`src/rtl/fsm2_pkg.sv`:
```
// Shared definitions for FSM2 (states A..F, input x, Mealy output) and its stimulus driver.
// Imported by FSM2 itself, by the shadow model and by the driver.
package fsm2_pkg;

    typedef enum logic [2:0] {
        A = 3'd0,
        B = 3'd1,
        C = 3'd2,
        D = 3'd3,
        E = 3'd4,
        F = 3'd5
    } fsm2_state_t;

    typedef enum logic [2:0] {
        IDLE = 3'd0,
        GOTO = 3'd1,
        SEND = 3'd2,
        RSTA = 3'd3,
        DONE = 3'd4
    } ctrl_state_t;

    localparam logic CMD_GOTO = 1'b0;
    localparam logic CMD_SEND = 1'b1;

    function automatic fsm2_state_t next_fn(input fsm2_state_t s, input logic x);
        case (s)
            A:       return x ? D : E;
            B:       return x ? D : F;
            C:       return x ? B : E;
            D:       return x ? B : F;
            E:       return x ? F : C;
            F:       return x ? C : B;
            default: return A;
        endcase
    endfunction

    function automatic logic out_fn(input fsm2_state_t s, input logic x);
        return x && (s == A || s == C || s == E);
    endfunction

    // First x bit of a BFS shortest path from s to t (ties resolved to x=0).
    // Row per target, bit index = current state; A is unreachable and handled by a reset.
    function automatic logic next_hop(input fsm2_state_t s, input fsm2_state_t t);
        logic [5:0] row;
        case (t)
            B:       row = 6'b001101;
            C:       row = 6'b100000;
            D:       row = 6'b000111;
            E:       row = 6'b100000;
            F:       row = 6'b010000;
            default: row = 6'b000000;
        endcase
        return (s <= F) ? row[s] : 1'b0;
    endfunction

endpackage

```
`src/rtl/fsm2_shadow.sv`:
```
// Cycle-exact shadow of FSM2: same next-state register, fsm_rst override and
// a combinational prediction of FSM2's Mealy output.
module fsm2_shadow
    import fsm2_pkg::*;
(
    input  logic       clk,
    input  logic       reset,
    input  logic       fsm_rst,
    input  logic       x,
    output logic [2:0] state,
    output logic       exp_outp
);

    fsm2_state_t st_q;

    always_ff @(posedge clk or posedge reset) begin
        if (reset) begin
            st_q <= A;
        end else if (fsm_rst) begin
            st_q <= A;
        end else begin
            st_q <= next_fn(st_q, x);
        end
    end

    assign state    = st_q;
    assign exp_outp = out_fn(st_q, x);

endmodule

```
`src/rtl/fsm2_stim_driver.sv`:
```
// Drives FSM2's serial input x from GOTO/SEND commands while keeping a shadow
// copy of FSM2's state and its predicted output.
module fsm2_stim_driver
    import fsm2_pkg::*;
#(
    parameter logic        IDLE_X  = 1'b0,
    parameter int unsigned MAX_LEN = 8
) (
    input  logic       clk,
    input  logic       reset,
    input  logic       req_valid,
    output logic       req_ready,
    input  logic       req_cmd,
    input  logic [2:0] req_target,
    input  logic [7:0] req_pattern,
    input  logic [3:0] req_len,
    output logic       x_out,
    output logic       fsm_rst,
    output logic       exp_outp,
    output logic [2:0] shadow_st,
    output logic       done,
    output logic       err
);

    localparam logic [3:0] MAX_LEN_W = 4'(MAX_LEN);

    ctrl_state_t ctrl_q, ctrl_d;
    fsm2_state_t shadow, start_st;
    logic [2:0]  target_q;
    logic [7:0]  pat_q;
    logic [3:0]  len_q;
    logic [2:0]  idx_q;
    logic        err_q;
    logic        fsm_rst_q;
    logic        accept;
    logic        bad_cmd;

    fsm2_shadow u_shadow (
        .clk      (clk),
        .reset    (reset),
        .fsm_rst  (fsm_rst_q),
        .x        (x_out),
        .state    (shadow_st),
        .exp_outp (exp_outp)
    );

    assign shadow = fsm2_state_t'(shadow_st);

    // FSM2 still steps on IDLE_X at the accept edge, so the walk starts from that state.
    assign start_st = next_fn(shadow, IDLE_X);
    assign accept   = (ctrl_q == IDLE) && req_valid;
    assign bad_cmd  = (req_cmd == CMD_SEND) ? (req_len > MAX_LEN_W) : (req_target > 3'd5);

    always_comb begin
        x_out = IDLE_X;
        case (ctrl_q)
            GOTO:    x_out = next_hop(shadow, fsm2_state_t'(target_q));
            SEND:    x_out = pat_q[idx_q];
            default: x_out = IDLE_X;
        endcase
    end

    always_comb begin
        ctrl_d = ctrl_q;
        case (ctrl_q)
            IDLE: begin
                if (req_valid) begin
                    if (bad_cmd) begin
                        ctrl_d = DONE;
                    end else if (req_cmd == CMD_GOTO) begin
                        if (req_target == start_st) begin
                            ctrl_d = DONE;
                        end else if (req_target == A) begin
                            ctrl_d = RSTA;
                        end else begin
                            ctrl_d = GOTO;
                        end
                    end else begin
                        ctrl_d = (req_len == 4'd0) ? DONE : SEND;
                    end
                end
            end
            GOTO: begin
                if (next_fn(shadow, x_out) == fsm2_state_t'(target_q)) begin
                    ctrl_d = DONE;
                end
            end
            SEND: begin
                if ({1'b0, idx_q} == len_q - 4'd1) begin
                    ctrl_d = DONE;
                end
            end
            RSTA:    ctrl_d = DONE;
            DONE:    ctrl_d = IDLE;
            default: ctrl_d = IDLE;
        endcase
    end

    always_ff @(posedge clk or posedge reset) begin
        if (reset) begin
            ctrl_q    <= IDLE;
            target_q  <= '0;
            pat_q     <= '0;
            len_q     <= '0;
            idx_q     <= '0;
            err_q     <= 1'b0;
            fsm_rst_q <= 1'b0;
        end else begin
            ctrl_q    <= ctrl_d;
            fsm_rst_q <= (ctrl_d == RSTA);
            if (accept) begin
                target_q <= req_target;
                pat_q    <= req_pattern;
                len_q    <= req_len;
                idx_q    <= '0;
                err_q    <= bad_cmd;
            end else if (ctrl_q == SEND) begin
                idx_q <= idx_q + 3'd1;
            end
        end
    end

    assign req_ready = (ctrl_q == IDLE);
    assign fsm_rst   = fsm_rst_q;
    assign done      = (ctrl_q == DONE);
    assign err       = (ctrl_q == DONE) && err_q;

endmodule
```
`config.mk`:
```
export PLATFORM = sky130hd
export DESIGN_NAME = fsm2_stim_driver
export DESIGN_NICKNAME = d
export VERILOG_FILES = /design/src/rtl/fsm2_pkg.sv /design/src/rtl/fsm2_shadow.sv /design/src/rtl/fsm2_stim_driver.sv
export SDC_FILE = /design/constraint.sdc
export NUM_CORES = 1
export LEC_CHECK = 0
export BUFFER_PORTS_ARGS = -buffer_cell sky130_fd_sc_hd__buf_2
export CORE_MARGIN = 10
export CORE_UTILIZATION = 50
export DETAILED_ROUTE_END_ITERATION = 16
export PLACE_DENSITY = 0.71
export SYNTH_ARGS = -nofsm -noshare
export SYNTH_HDL_FRONTEND = slang
export SYNTH_SLANG_ARGS = --single-unit
export TNS_END_PERCENT = 20
```
`constraint.sdc`:
```
create_clock -name clk -period 2.66 [get_ports clk]
set_input_delay 0.266 -clock clk [delete_from_list [all_inputs] [get_ports clk]]
set_output_delay 0.266 -clock clk [all_outputs]
set_load 0.03 [all_outputs]
```
# Word-level counts from Yosys, hierarchy flattened
# Cells that the tools add are included.
# word_totals
regBits	26
out_inout_bits	9
input_bits	19
# classes
eq_ne	18
addsub	2
n_reduce_logical	13
order_cmp	5
muxes	30
# op_table
cell	count
$mux W3	16
$pmux W3 S4	2
$pmux W6 S4	1
$eq A3 B2 Y1 const B	7
$pmux W3 S6	1
$eq A3 B3 Y1 const B	5
$eq A3 B1 Y1 const B	3
$logic_not A3 Y1	3
$lt A3 B4 Y1 const B	2
$bmux W1 S3	2
$eq A3 B3 Y1	2
$mux W6	1
$reduce_or A2 Y1	3
$eq A3 B4 Y1	1
$gt A4 B4 Y1 const B	1
$logic_not A4 Y1	1
$mux W1	4
$mux W2	2
$sub A4 B1 Y4 const B	1
$add A3 B1 Y3 const B	1
$gt A3 B3 Y1 const B	1
$le A3 B3 Y1 const B	1
$logic_and A1 B1 Y1	3
$logic_or A1 B1 Y1	2
2 further kinds	2

# Depth between registers and ports, before layout
# Gate-level depths: netlist (run 1).
# logic_depth
ltp_word	15
depth_mapped	8
depth_no_buf	8

# By module
# From an unflattened synthesis (run 1), not the netlist that was laid out.
# hier_totals
cells_unflattened	179
area_unflattened_um2	1545.2
# modules_own_cells
module	area_per_inst_um2	cells_each	instances
fsm2_stim_driver	1385.1	164	1
fsm2_shadow	160.2	15	1

# Worst setup path before layout (run 1)
# No wires, ideal clock.
# synth_path
path_type	register to register
startpoint	reg u_shadow.st_q[1] (netlist: u_shadow.state[1])
endpoint	reg ctrl_q[0]
stages_incl_launch_ff	9
slack_ps	147
setup_time_ps	82
t_arrival_ps	2431
path_cell_list	dfrtp_1 clkbuf_1 nand3b_1 o32ai_1 o21ai_2 nand2_1 o221ai_1 mux2_2 a31oi_1
# synth_between
elab_chain_len	10
# synth_lines
element	line	source
from (decl)	fsm2_shadow.sv:14	fsm2_state_t st_q;
from (signal assigned)	fsm2_shadow.sv:22	st_q <= next_fn(st_q, x);
$bmux W1 S3	fsm2_pkg.sv:53	return (s <= F) ? row[s] : 1'b0;
$mux W1 (implied by the code)	fsm2_pkg.sv:53	
$mux W1 *	fsm2_pkg.sv:53	
$pmux W1 S2 *	fsm2_stim_driver.sv:56	case (ctrl_q)
net x_out	fsm2_stim_driver.sv:17	output logic x_out,
$mux W2, or another cell as far along	fsm2_pkg.sv:32	F: return x ? C : B;
$pmux W3 S6 *	fsm2_pkg.sv:26	case (s)
$mux W3 *	fsm2_stim_driver.sv:65	case (ctrl_q)
$eq A3 B3 Y1 *	fsm2_stim_driver.sv:84	if (next_fn(shadow, x_out) == fsm2_state_t'(target_q)) begin
$mux W3 *	fsm2_stim_driver.sv:84	
$pmux W3 S4 *	fsm2_stim_driver.sv:65	
net ctrl_d[0]	fsm2_stim_driver.sv:27	ctrl_state_t ctrl_q, ctrl_d;
to (signal assigned)	fsm2_stim_driver.sv:109	ctrl_q <= ctrl_d;
to (decl)	fsm2_stim_driver.sv:27	
# Mark *: on every way through the listed nets, which the timed path passes. The rest lies on a longest branch. The select of a mux whose other input is x is not followed.
# A chain may end at the register's enable or synchronous reset.

# Worst setup path in the final report (run 1)
# layout_path
startpoint	reg ctrl_q[2]
endpoint	reg ctrl_q[2]
# layout_between
elab_chain_len	8
# layout_lines
element	line
$eq A3 B2 Y1 / $eq A3 B1 Y1 (equally long branches)	fsm2_stim_driver.sv:56, fsm2_stim_driver.sv:65
$pmux W1 S2	fsm2_stim_driver.sv:56
$mux W2, or another cell as far along	fsm2_pkg.sv:32
$pmux W3 S6	fsm2_pkg.sv:26
$mux W3	fsm2_stim_driver.sv:65
$eq A3 B3 Y1	fsm2_stim_driver.sv:84
$mux W3	fsm2_stim_driver.sv:84
$pmux W3 S4 *	fsm2_stim_driver.sv:65
net ctrl_d[2]	fsm2_stim_driver.sv:27
# Marked as above.

==> results of run 1 <==
==> how the worst min path moves through the flow <==
| stage | start | to | cells after the start |
|---|---|---|---|
| after floorplan | reset | ctrl_q[0] | 1 |
| final | reset | pat_q[5] | 2 |
| after detailed placement | fsm_rst | u_shadow.state[2] | 1 |
| after CTS | req_pattern[7] | pat_q[7] | 2 |
| after global routing | req_pattern[6] | pat_q[6] | 2 |
| after global placement | pat_q[5] | pat_q[5] | 1 |
==> cell families (layout without fill, tap and decap cells) <==
group / after synthesis / count (layout) / share of synthesized area (%)
buffers and inverters: 13 / 41 / 3.316
muxes: 17 / 17 / 12.94
AOI/OAI and AO/OA: 31 / 31 / 14.24
adders and majority gates: 2 / 2 / 1.618
and+or+nand+nor: 56 / 56 / 21.28
DFF: 26 / 26 / 42.07
xor gates and xnor gates: 8 / 8 / 4.530
==> layer usage <==
metal  global-route usage [%]  up-vias  share of wire [%]
met1                    15.30      629                 41
met4                    4.742        0                1.3
met3                    3.255        4                6.9
li1                         -      614                  -
met2                    23.14       42                 50
met5                        0        -                  0
==> Yosys cell counts (6+ instances only) <==
library cell	number
dfrtp_1	26
mux2_2	14
nor2_1	14
nand2_1	8
o21ai_0	7
inv_1	6
==> through the flow <==
| stage | instance area [um2] | setup WS (ps) |
|---|---|---|
| floorplan | 1546 | 147.2 |
| global placement | 1724 | 260.0 |
| detailed placement | 1724 | 185.3 |
| CTS | 1777 | 151.5 |
| global route | 1777 | 18.03 |
| finish | 1777 | 151.9 |
==> area by class of cell <==
type	instances	area, um2
clock buffer	3	22.52
clock inverter	1	30.03
fill	264	1226
inverter	6	22.52
multi-input combinational	114	844.6
sequential	26	650.6
tap	33	41.29
timing repair buffer	31	165.2
==> worst register-to-register path, cell delays in order, from the launching register on <==
cell      delay, ps
dfrtp_1         470
or3b_1          430
a221oi_2        200
o21ai_2         160
and3b_4         230
or4b_4          510
and3_1          160
o32ai_1         260
==> sequential cells by signal, summed over array words and instances, names as in the netlist <==
name,cells
target_q,3
idx_q,3
u_shadow.state,3
err_q,1
ctrl_q,3
fsm_rst,1
len_q,4
pat_q,8
==> where the power goes <==
group | total [W] | switching [W] | leakage (nW) | internal, W
clock network | 0.000278 | 0.000125 | 0.0279 | 0.000153
registers | 0.000797 | 0.000223 | 0.321 | 0.000574
logic | 0.00108 | 0.000551 | 0.445 | 0.000527
total | 0.00215 | 0.000899 | 0.794 | 0.00125
==> results.yml, run 1 <==
setup_path:
  r2r-start: "ctrl_q[2]"
  cp-start-kind: "register"
  critPathMaxFanout: 8
  rr_worst_depth: 7
  crit_chain: "or3b_1 -> a221oi_2 -> o21ai_2 -> and3b_4 -> or4b_4 -> and3_1 -> o32ai_1"
  cp.arrival_ps: 2740
  crit_end: "ctrl_q[2]"
  crit_path_end_kind: "register"
  slowest_stage: "or4b_4"
  max_stage_delay_ps: 510
  worst-path-stages: 7
  path_buf_inv: 0
  rrSetupSlack_ps: 150
  startpoint: "ctrl_q[2]"
  crit_family: "simple AND/OR/NAND/NOR gates"
  crit_required_ps: 2900
  criticalPathCategory: "register to register"
  timing.rr.end: "ctrl_q[2]"
yosys:
  yosysSeqAreaShare_pct: 42.07
  synth_edf_count: 0
  ys_ff_latch: 26
  synth.avg_cell_area_um2: 10.11
  syn_nets: 174
  synth_top_area_share_pct: 42.07
  ys_async_sr_fraction_pct: 100.0
  synth_top_area_cell: "dfrtp_1"
  synthTopCellsByArea: "dfrtp_1, mux2_2, nor2_1"
  synth_cells: 153
  synthFlopType: "dfrtp_1"
  ys_types: 48
  ys_warn_count: 0
  syn_area_mm2: 0.001546
cells_and_area:
  instances_no_fill: 214
  syn_to_final_growth_pct: 14.89
  final_common_cell: "buf_2"
  fin_nets: 203
  mostFrequentLayoutCells: "buf_2, dfrtp_1, nor2_1, mux2_2, nand2_1"
  drive_gt1_share_pct: 32.60
  final_util_pct: 59.17
  antennaDiodeCount: 0
detailed_routing:
  via_per_inst: 6.023
  drt_wl_total_um: 3512
  drt_iter0_markers: 61
  dr.pass1.iters: 4
  ant_nets: 0
  via_count: 1289
  wl_per_cell_um: 16.41
  route.detailed.drc: 0
placed_design:
  dp_cells: 210
  port_buffers: 27
  place.gp.congestion: 0.9328
  dp_hpwl_um: 2743
global_route:
  grt.total_usage_pct: 13.24
  grt_pass1_vias: 1264
  grt_antenna_before_repair: 0
  grt_max_degree: 27
  grt_pass1_wl_um: 5906
  overflow: 0
die:
  ios: 28
  coreArea_mm2: 0.003003
  rows: 20
  die_w_um: 75.62
  initial_utilization_pct: 51.50
  die_h_um: 75.62
  die-area_mm2: 0.005718
timing:
  setup_viol: 0
  final.setup_skew_ps: 9.419
  rsz0062_at_grt: "false"
  hold_violations: 0
  max_freq_ghz: 0.3987
  tns_ps: 0
  maxSlewViolCount: 0
  worst_pin_slew_ps: 1013
  finalCritPeriodShare_pct: 94.29
  whs_ps: 146.2
  slew-limit-headroom_pct: 32.37
  min_period_ps: 2508
cts:
  cts_buffers: 3
  clockBufferDepth: 2
  cts_resized: 0
  cts_tree: "built"
  cts_hold_buf: 0
  cts_num_sinks: 26
  h-tree-depth: 1
  clk_latency_ps: 330
  postCtsSetupRepairBufs: 0
  path_clk_slew_ps: 150
  root_buffer: "clkbuf_4"
status:
  status: "completed"
pwr:
  ir_worst_vdd_mv: 0.4593
  power_w: 0.002153
  power.density_mw_per_mm2: 1212
  leakage_nw: 0.7938
min_path:
  min_path_type: "input pin to asynchronous set/reset pin"
run:
  cap_viol_max_count: 0
Note: power is estimated with default switching activity, not from simulation.
==> run 2: changes to the inputs <==
- PLACE_DENSITY: 0.71 -> 0.76
==> run 2 against run 1 <==
Worst hold slack got worse by 3.2 ps. Flip-flop and latch count did not move. Via count fell by 2.9%. Non-clock buffer count did not move. Clock power fell by 2%. Critical path type unchanged. Highest routed layer unchanged.
==> results.yml, run 2 (synthesis gave the netlist of run 1 again) <==
status:
  status: "completed"
timing:
  worst_pin_slew_ps: 1009
  hold_violations: 0
  setup_viol: 0
  finalCritPeriodShare_pct: 94.56
  fin_ws_ps: 144.8
  maxSlewViolCount: 0
  whs_ps: 143.0
  rsz0062_at_grt: "false"
  slew-limit-headroom_pct: 32.65
  final.setup_skew_ps: 23.36
  min_period_ps: 2515
  tns_ps: 0
  max_freq_ghz: 0.3976
global_route:
  grt_pass1_vias: 1264
  grt_pass1_wl_um: 5644
  grt.total_usage_pct: 12.53
  grt_antenna_before_repair: 0
  grt_max_degree: 27
  overflow: 0
setup_path:
  rrSetupSlack_ps: 140
  crit_required_ps: 2900
  r2r-start: "ctrl_q[2]"
  critPathMaxFanout: 8
  startpoint: "ctrl_q[2]"
  crit_end: "ctrl_q[2]"
  crit_path_end_kind: "register"
  cp-start-kind: "register"
  criticalPathCategory: "register to register"
  cp.arrival_ps: 2760
  rr_worst_depth: 7
  timing.rr.end: "ctrl_q[2]"
cells_and_area:
  antennaDiodeCount: 0
  top_register: "pat_q"
  final_common_cell: "buf_2"
  mostFrequentLayoutCells: "buf_2, dfrtp_1, nor2_1, mux2_2, nand2_1"
  syn_to_final_growth_pct: 15.70
  largest_reg_flops: 8
  reg_top3: "pat_q x8, len_q x4"
  drive_gt1_share_pct: 35.36
  nFillCells: 270
  instances_no_fill: 214
  fin_nets: 203
cts:
  root_buffer: "clkbuf_4"
  h-tree-depth: 1
  cts_tree: "built"
  cts_hold_buf: 0
  path_clk_slew_ps: 160
  postCtsSetupRepairBufs: 0
  cts_resized: 0
  clockBufferDepth: 2
  cts_num_sinks: 26
  cts_buffers: 3
  clk_latency_ps: 330
detailed_routing:
  drt_wl_total_um: 3327
  via_per_inst: 5.846
  drt_iter0_markers: 89
  dr.pass1.iters: 4
  wl_per_cell_um: 15.55
  via_count: 1251
  route.detailed.drc: 0
  ant_nets: 0
pwr:
  power_w: 0.002152
  power.density_mw_per_mm2: 1203
  ir_worst_vdd_mv: 0.5009
  leakage_nw: 0.7894
die:
  die_h_um: 75.62
  die-area_mm2: 0.005718
  coreArea_mm2: 0.003003
  rows: 20
  initial_utilization_pct: 51.50
  ios: 28
  die_w_um: 75.62
placed_design:
  pre_cts_slack_ps: 148.2
  dp_cells: 210
  place.gp.congestion: 0.8303
  dp_hpwl_um: 2568
  port_buffers: 27
min_path:
  min_path_type: "input pin to asynchronous set/reset pin"
run:
  cap_viol_max_count: 0
-- run 2: final cells by class --
type	count	area, um2	area share, %
Sequential cell	26	655.6	36.64
Clock inverter	1	30.03	1.678
Inverter	6	22.52	1.259
Clock buffer	3	22.52	1.259
Timing Repair Buffer	31	165.2	9.231
Multi-Input combinational cell	114	852.1	47.62
Tap cell	33	41.29	2.308
-- run 2: worst min path at each step --
| stage | start | end | slack, ps | cells past startpoint |
|---|---|---|---|---|
| after floorplan | reset | ctrl_q[0] | 310 | 1 |
| after global placement | fsm_rst | u_shadow.state[0] | 480 | 1 |
| after detailed placement | pat_q[5] | pat_q[5] | 490 | 1 |
| after CTS | req_pattern[2] | pat_q[2] | 140 | 2 |
| after global routing | req_pattern[2] | pat_q[2] | 140 | 2 |
| final | reset | idx_q[1] | 140 | 2 |
-- run 2: worst max-delay path, stage by stage, from the launching register on --
cell	delay [ps]
dfrtp_2	480
or3b_1	430
a221oi_2	210
o21ai_2	150
and3b_4	230
or4b_4	510
and3_1	170
o32ai_2	260
-- run 2: report_power, final --
| group | switching (W) | internal [W] | total [W] |
|---|---|---|---|
| clock network | 0.000121 | 0.000152 | 0.000273 |
| logic | 0.000547 | 0.000533 | 0.00108 |
| registers | 0.000219 | 0.000579 | 0.000798 |
| total | 0.000887 | 0.00126 | 0.00215 |
-- run 2: per-stage QoR --
stage | utilization (%) | instance area [um2]
floorplan | - | 1546
global placement | 57.42 | 1724
detailed placement | 57.42 | 1724
CTS | 59.17 | 1777
global route | 59.58 | 1789
finish | 59.58 | 1789
-- run 2: layer usage --
metal | up-vias | global-route usage, % | wire [um]
met5 | - | 0 | 0
met4 | 0 | 3.093 | 13
met3 | 2 | 2.344 | 154
met2 | 25 | 21.62 | 1734
met1 | 613 | 15.65 | 1424
li1 | 611 | - | -
